--- config.mk ---
export PLATFORM = sky130hd
export DESIGN_NAME = gauss_kernel_dotprod
export DESIGN_NICKNAME = d
export VERILOG_FILES = /design/src/rtl/gauss_kernel_pkg.sv /design/src/rtl/gauss_coef_rom.sv /design/src/rtl/gauss_kernel_dotprod.sv
export SDC_FILE = /design/constraint.sdc
export NUM_CORES = 1
export LEC_CHECK = 0
export CAP_MARGIN = 25
export CORE_MARGIN = 10
export CORE_UTILIZATION = 55
export DETAILED_ROUTE_END_ITERATION = 12
export GPL_ROUTABILITY_DRIVEN = 1
export PLACE_DENSITY = 0.84
export SLEW_MARGIN = 25
export SYNTH_ARGS = -nofsm -noshare
export SYNTH_HDL_FRONTEND = slang
export SYNTH_SLANG_ARGS = --single-unit
--- constraint.sdc ---
create_clock -name clk -period 18.7 [get_ports clk]
set_input_delay 4.675 -clock clk [delete_from_list [all_inputs] [get_ports clk]]
set_output_delay 4.675 -clock clk [all_outputs]
set_load 0.01 [all_outputs]
--- src/rtl/gauss_kernel_pkg.sv ---
// Shared widths, types, Gaussian half-kernel table and output rounding for the
// 11-tap smoothing dot product.
package gauss_kernel_pkg;

  localparam int unsigned NTAPS  = 11;
  localparam int unsigned HALF   = 6;
  localparam int unsigned NSIG   = 8;
  localparam int unsigned SIG_W  = 3;
  localparam int unsigned PIX_W  = 8;
  localparam int unsigned COEF_W = 9;
  localparam int unsigned PROD_W = 17;
  localparam int unsigned ACC_W  = 20;
  localparam int unsigned SHIFT  = 8;
  localparam int unsigned Q_W    = ACC_W - SHIFT + 1;
  localparam int unsigned RND    = 128;
  localparam int unsigned PIX_MAX = 255;

  typedef logic [PIX_W-1:0]  pix_t;
  typedef logic [COEF_W-1:0] coef_t;
  typedef logic [PROD_W-1:0] prod_t;
  typedef logic [ACC_W-1:0]  acc_t;
  typedef logic [ACC_W:0]    accx_t;
  typedef logic [Q_W-1:0]    quot_t;

  // Taps 0..5 per sigma code; tap 5 is the centre, taps 6..10 mirror 4..0.
  localparam coef_t COEF [NSIG][HALF] = '{
    '{9'd0,  9'd0,  9'd0,  9'd0,  9'd0,  9'd256},
    '{9'd0,  9'd0,  9'd0,  9'd0,  9'd27, 9'd202},
    '{9'd0,  9'd0,  9'd1,  9'd14, 9'd62, 9'd102},
    '{9'd0,  9'd2,  9'd9,  9'd28, 9'd55, 9'd68},
    '{9'd2,  9'd7,  9'd17, 9'd31, 9'd45, 9'd52},
    '{9'd6,  9'd12, 9'd20, 9'd30, 9'd39, 9'd42},
    '{9'd9,  9'd15, 9'd22, 9'd29, 9'd34, 9'd38},
    '{9'd12, 9'd17, 9'd23, 9'd28, 9'd32, 9'd32}
  };

  // Round half up by 1/256 and clamp to the pixel range.
  function automatic pix_t round_sat(input acc_t acc);
    accx_t sum;
    quot_t q;
    sum = accx_t'(acc) + accx_t'(RND);
    q   = sum[ACC_W:SHIFT];
    return (q > quot_t'(PIX_MAX)) ? pix_t'(PIX_MAX) : q[PIX_W-1:0];
  endfunction

endpackage

--- src/rtl/gauss_coef_rom.sv ---
// Combinational kernel lookup: expands the stored half-kernel for a sigma code
// into all 11 symmetric taps.
module gauss_coef_rom
  import gauss_kernel_pkg::*;
(
  input  logic [SIG_W-1:0] sigma,
  output coef_t            coef_c [NTAPS-1:0]
);

  for (genvar i = 0; i < NTAPS; i++) begin : g_tap
    localparam int unsigned SRC = (i < HALF) ? i : NTAPS - 1 - i;
    assign coef_c[i] = COEF[sigma][SRC];
  end

endmodule

--- src/rtl/gauss_kernel_dotprod.sv ---
// 11-tap Gaussian dot product with rounded, saturated 8-bit output.
// GAUSS_DOTPROD_PIPE_EN adds a product register stage (latency 3 instead of 2).
module gauss_kernel_dotprod
  import gauss_kernel_pkg::*;
(
  input  logic             clk,
  input  logic             rst_n,
  input  logic [SIG_W-1:0] sigma,
  input  logic [PIX_W-1:0] din [NTAPS-1:0],
  output logic [PIX_W-1:0] dout
);

  pix_t             din_d   [NTAPS-1:0];
  pix_t             din_q   [NTAPS-1:0];
  logic [SIG_W-1:0] sigma_d;
  logic [SIG_W-1:0] sigma_q;
  coef_t            coef_c  [NTAPS-1:0];
  prod_t            prod_c  [NTAPS-1:0];
  prod_t            prod_s  [NTAPS-1:0];
  acc_t             acc_c;
  pix_t             dout_d;
  pix_t             dout_q;

  always_comb begin
    din_d   = din;
    sigma_d = sigma;
  end

  // Input stage: window and its sigma travel together.
  always_ff @(posedge clk or negedge rst_n) begin
    if (!rst_n) begin
      for (int i = 0; i < NTAPS; i++) din_q[i] <= '0;
      sigma_q <= '0;
    end else begin
      din_q   <= din_d;
      sigma_q <= sigma_d;
    end
  end

  gauss_coef_rom u_rom (
    .sigma  (sigma_q),
    .coef_c (coef_c)
  );

  always_comb begin
    for (int i = 0; i < NTAPS; i++) begin
      prod_c[i] = prod_t'(din_q[i]) * prod_t'(coef_c[i]);
    end
  end

`ifdef GAUSS_DOTPROD_PIPE_EN
  prod_t prod_d [NTAPS-1:0];
  prod_t prod_q [NTAPS-1:0];

  always_comb prod_d = prod_c;

  always_ff @(posedge clk or negedge rst_n) begin
    if (!rst_n) begin
      for (int i = 0; i < NTAPS; i++) prod_q[i] <= '0;
    end else begin
      prod_q <= prod_d;
    end
  end

  always_comb prod_s = prod_q;
`else
  always_comb prod_s = prod_c;
`endif

  always_comb begin
    acc_c = '0;
    for (int i = 0; i < NTAPS; i++) begin
      acc_c = acc_c + acc_t'(prod_s[i]);
    end
    dout_d = round_sat(acc_c);
  end

  always_ff @(posedge clk or negedge rst_n) begin
    if (!rst_n) dout_q <= '0;
    else        dout_q <= dout_d;
  end

  assign dout = dout_q;

endmodule

# Yosys cells after proc, flatten, opt, wreduce, memory -nomap -nowiden

Memory sizes are Yosys's and may differ from the RTL's.
Cells that the tools add are included.

Register bits: 99
Logic and storage cells: 42
Memories: 1
Bits in read-only memories: 432
Output and inout bits: 8

Memories:

| name            | words | bits a word | rd ports | clocked after memory_dff | write ports | RTL line             | RTL |
|---|---|---|---|---|---|---|---|
| (no name shown) | 8     | 54          | 1        | 0                        | 0           | gauss_coef_rom.sv:12 | `assign coef_c[i] = COEF[sigma][SRC];` |

Bitwise logic cells: 1
Muxes and demuxes: 3
Add/subtract/negate cells: 11
Multipliers: 11
$lt $le $gt $ge: 2

Operators with widths:

| kind                    | number |
|---|---|
| $mul A8 B9 Y17          | 11 |
| $add A20 B17 Y20        | 7 |
| $mux W54                | 2 |
| $add A20 B8 Y21 const B | 1 |
| $add A19 B17 Y20        | 1 |
| $add A18 B17 Y19        | 1 |
| $add A17 B17 Y18        | 1 |
| $gt A13 B8 Y1 const B   | 1 |
| $mux W8                 | 1 |
| $ge A4 B4 Y1 const B    | 1 |
| $not A3 Y4              | 1 |

# Longest topological paths before layout

Depth in word-level cells: 18
Gate-level depth with buffers: 39
Depth with buffers taken out: 36

# Modules after synthesis

From an unflattened synthesis, not the netlist that was laid out.

Cell total of the unflattened synthesis: 3116
Area total of the unflattened synthesis: 30928.4 µm²

Modules (own cells, without submodules):

| module               | cells an instance | seq. area each (µm²) | instances | area an instance (µm²) |
|---|---|---|---|---|
| gauss_kernel_dotprod | 3001              | 2477.4               | 1         | 30068.8 |
| gauss_coef_rom       | 115               | 0.0                  | 1         | 859.6 |

# Worst setup path before layout

OpenSTA, ideal clock, no wires.

Kind: register to register
Start point: register sigma_q[0]
End point: register dout_q[1] (netlist: dout[1])
Data arrival time: 8.981 ns
Clock period less this slack: 9.152 ns
Library setup time: 0.171 ns
Required time: 18.529 ns
Buffers on the path: 3
Stages on the path, launching flop included: 38
Slack: 9.548 ns
Cell sequence: dfrtp_1 -> inv_1 -> ha_1 -> buf_6 -> inv_1 -> o21ai_0 -> or2_2 -> clkbuf_1 -> nand2_1 -> fa_1 -> inv_1 -> fa_1 -> inv_1 -> fa_1 -> fa_1 -> inv_1 -> fa_1 -> inv_1 -> [2 not listed] -> inv_1 -> fa_1 -> inv_1 -> fa_1 -> inv_1 -> fa_1 -> ha_1 -> o21a_1 -> or2_2 -> a311oi_1 -> nor2_1 -> ha_1 -> nand2_1 -> mux2i_1 -> a2111oi_0 -> nand2b_1 -> buf_6 -> o211ai_1

Cells in the longest elaborated chain, start to end: 18
Elaborated cells between the ends (all ways): 28
Those cells by class: 11 x add/sub; 11 x mul; 1 x order compare; 3 x mux; 1 x bitwise; 1 x memory

RTL lines:

| what                                          | RTL line                   | RTL |
|---|---|---|
| start, declared                               | gauss_kernel_dotprod.sv:16 | `logic [SIG_W-1:0] sigma_q;` |
| start signal, assigned                        | gauss_kernel_dotprod.sv:36 | `sigma_q <= sigma_d;` |
| $not A3 Y4 (implied by the code) *            | gauss_coef_rom.sv:12       |  |
| $mem_v2 Z8 W54 *                              | -                          |  |
| $mux W54 (implied by the code) * (2 in a row) | gauss_coef_rom.sv:12       |  |
| $mul A8 B9 Y17                                | gauss_kernel_dotprod.sv:47 | `prod_c[i] = prod_t'(din_q[i]) * prod_t'(coef_c[i]);` |
| $add A17 B17 Y18                              | gauss_kernel_dotprod.sv:73 | `acc_c = acc_c + acc_t'(prod_s[i]);` |
| $add A18 B17 Y19                              | gauss_kernel_dotprod.sv:73 |  |
| $add A19 B17 Y20                              | gauss_kernel_dotprod.sv:73 |  |
| $add A20 B17 Y20 (6 in a row)                 | gauss_kernel_dotprod.sv:73 |  |
| $add A20 B17 Y20 *                            | gauss_kernel_dotprod.sv:73 |  |
| $add A20 B8 Y21 *                             | gauss_kernel_pkg.sv:41     | `sum = accx_t'(acc) + accx_t'(RND);` |
| $gt A13 B8 Y1                                 | gauss_kernel_pkg.sv:43     | `return (q > quot_t'(PIX_MAX)) ? pix_t'(PIX_MAX) : q[PIX_W-1:0];` |
| $mux W8 *                                     | gauss_kernel_pkg.sv:43     |  |
| via dout_d[1]                                 | gauss_kernel_dotprod.sv:21 | `pix_t dout_d;` |
| end signal, assigned                          | gauss_kernel_dotprod.sv:80 | `else dout_q <= dout_d;` |
| end, declared                                 | gauss_kernel_dotprod.sv:22 | `pix_t dout_q;` |

Mark *: on every way through the listed nets, which the timed path passes. The rest lies on a longest branch. The select of a mux whose other input is x is not followed.

# Final worst setup path

Same ends and word-level chain as after synthesis.

==> impl_metrics.tcl <==
set metrics [dict create \
    syn-num-nets 2892 \
    synth_ff_type "dfrtp_1" \
    avgSynthCellArea_sq_um 10.2 \
    outcome "complete, no violations" \
    cts-htree-levels 3 \
    ys_warn_count 0 \
    met1_length_mm 21.2 \
    end_kind "register" \
    tightest_slew_ns 1.11 \
    remaining_drc_errors 0 \
    vias_per_cell 5.27 \
    die_h_um 215 \
    fin_area_sq_um 22800 \
    wl_mm 51.4 \
    ys_async_sr_fraction 1.00 \
    cp_max_fo 27 \
    cp_common_cell "fa_1" \
    final.setup.tns_ns 0 \
    rows 71 \
    grt_pass1_wl_mm 85.2 \
    root_buffer "clkbuf_16" \
    critPathRequiredTime_ns 18.96 \
    die_x_um 215 \
    instances_no_fill 2648 \
    die-area_sq_um 46200 \
    routabilityCongestion 0.908 \
    setup_violations 0 \
    drt_first_iter_violations 869 \
    dp_cells 2633 \
    dp_hpwl_mm 43.7 \
    synth_compound_area_frac 0.0212 \
    synth_top_family_by_area "adder cells" \
    slowest_delay_ns 1.08 \
    relSlewSlack 0.263 \
    numCtsBuffers 9 \
    synthTopCellsByArea "fa_1 (42%), ha_1 (19%), dfrtp_1 (12%)" \
    fillCellCount 3064 \
    grt_pass1_vias 15782 \
    rsz0062_at_grt "false" \
    synth_fa_ha_area_frac 0.605 \
    clock-sinks 99 \
    crit_arrival_ns 11.13 \
    clk_latency_ns 0.41 \
    grt_max_degree 53 \
    period_needed_ns 10.86 \
    yosys.area.top_type "fa_1" \
    wire_per_inst_um 19.4 \
    ys_ff_latch 99 \
    synth.distinct_cells 57 \
    antenna_found_initial 0 \
    initial_core_util 0.556 \
    startpoint_type "register" \
    post-route-period-util 0.581 \
    top_layer "met4" \
    ctsLongestPathBuffers 2 \
    cp_top_family "adder cells" \
    pin_count 101 \
    muxShareOfSynthArea 0.00150 \
    min_path_type "reg -> reg" \
    synth_edf_count 0 \
    nets 2976 \
    synthSimpleGateAreaFrac 0.140 \
    syn_area_sq_um 20900 \
    dr.pass1.iters 5 \
    seq_area_frac_synth 0.119 \
    critical_path_class "reg -> reg" \
    post_cts_resized 0 \
    postCtsHoldBufs 0 \
    vias 13945 \
    hold_viol_final 0 \
    critPathBufInv 6 \
    wl_met2_mm 25.7 \
    cts_tree "done" \
    placed_area_sq_um 22500 \
    area_growth_pct 8.96 \
    cts_setup_buffers 0 \
    synthCells 2049 \
    grt_usage 0.235 \
    regArea_sq_um 2480 \
    skew_ns 0.0136 \
    multi_input_area_sq_um 16100 \
    grt_overflow 0 \
    wl_met3_mm 2.84 \
    numPortBuffers 100 \
    coreArea_sq_um 37600 \
    clk_pin_slew_ns 0.07 \
    max_freq_ghz 0.0921 \
    synth_top_area_share 0.416 \
    drv_slew 0 \
    maxCapViolCount 0 \
    slowest_stage "ha_1" \
    num_antenna_cells 0 \
    ant_nets 0 \
    drive_above_1_share 0.0229 \
    synth_xor_area_frac 0.00377 \
]
==> sequential cells by signal (all words and copies together), names as in the netlist <==
name     count
dout         8
sigma_q      3
din_q       88
==> cells by family after synthesis <==
family / Yosys count
xor+xnor: 9
flops: 99
mux: 3
fa+ha+maj: 750
simple gates: 518
buf+inv: 609
compound gates: 61
==> metal layers <==
layer / GRT usage / up-vias
met2: 0.388 / 485
met4: 0.0839 / 0
met1: 0.310 / 7161
met3: 0.0343 / 76
met5: 0 / -
li1: - / 6223
==> synth_stat cells (4+ instances only) <==
| cell | count |
|---|---|
| or2_2 | 4 |
| fa_1 | 434 |
| a21o_1 | 4 |
| a21oi_1 | 15 |
| nand3_1 | 21 |
| xnor2_1 | 6 |
| o21ai_0 | 10 |
| dfrtp_1 | 99 |
| inv_1 | 565 |
| ha_1 | 316 |
| o211ai_1 | 5 |
| and3_1 | 55 |
| nor2b_1 | 30 |
| clkbuf_1 | 38 |
| and2_1 | 236 |
| nor2_1 | 17 |
| nand2b_1 | 16 |
| nand2_1 | 122 |
==> cell usage in the layout (no fill, tap or decap), types with 3 or more instances in the layout <==
cell type	n
buf_4	18
or2_2	4
nor2_1	16
fa_1	434
clkdlybuf4s50_1	99
o211ai_1	5
a21oi_1	15
o21ai_1	4
and3_1	55
clkbuf_16	9
a21o_1	4
o21a_1	3
o21ai_0	8
nand2b_1	16
nand2_1	122
dfrtp_1	98
xor2_1	3
and2_1	236
xnor2_1	6
nor2b_1	30
nand3_1	21
inv_1	565
ha_1	316
==> metrics by stage <==
step | hold slack, ns | util | worst slack (ns)
3_3_place_gp | 1.29 | 0.598 | 8.33
6_report | 1.33 | 0.606 | 7.84
5_1_grt | 1.43 | 0.606 | 7.43
4_1_cts | 1.31 | 0.606 | 8.00
3_5_place_dp | 1.28 | 0.598 | 8.04
2_1_floorplan | 1.09 | - | 9.55
==> worst paths after layout <==
path	startpoint	to	slack [ns]	depth (start not counted)
worst max-delay path	sigma_q[0]	dout[1]	7.84	28
worst min-delay path	din_q[0]	dout[1]	1.33	6
worst max register to register	sigma_q[0]	dout[1]	7.84	28
worst min register to register	din_q[0]	dout[1]	1.33	6
max in group asynchronous	rst_n	sigma_q[2]	13.28	2
min in group asynchronous	rst_n	din_q[79]	4.32	1
==> cell type report <==
cell class              instances  share of cell area
clock inverters                 5             0.00275
clock buffers                  10              0.0101
inverters                     565              0.0931
repair buffers                117              0.0494
multi-input cells            1341               0.708
well taps                     511              0.0281
flip-flops and latches         99               0.109
==> worst register-to-register path, delay by kind of cell, from the launching register on <==
kind,cells,cell delay [ns]
fa+ha+maj,12,6.58
buf+inv,6,0.50
simple gates,4,1.03
compound gates,6,1.91
flops,1,0.71
Power is not shown: default switching activity piles up to over one toggle a cycle in this logic, so the estimate is an artifact.
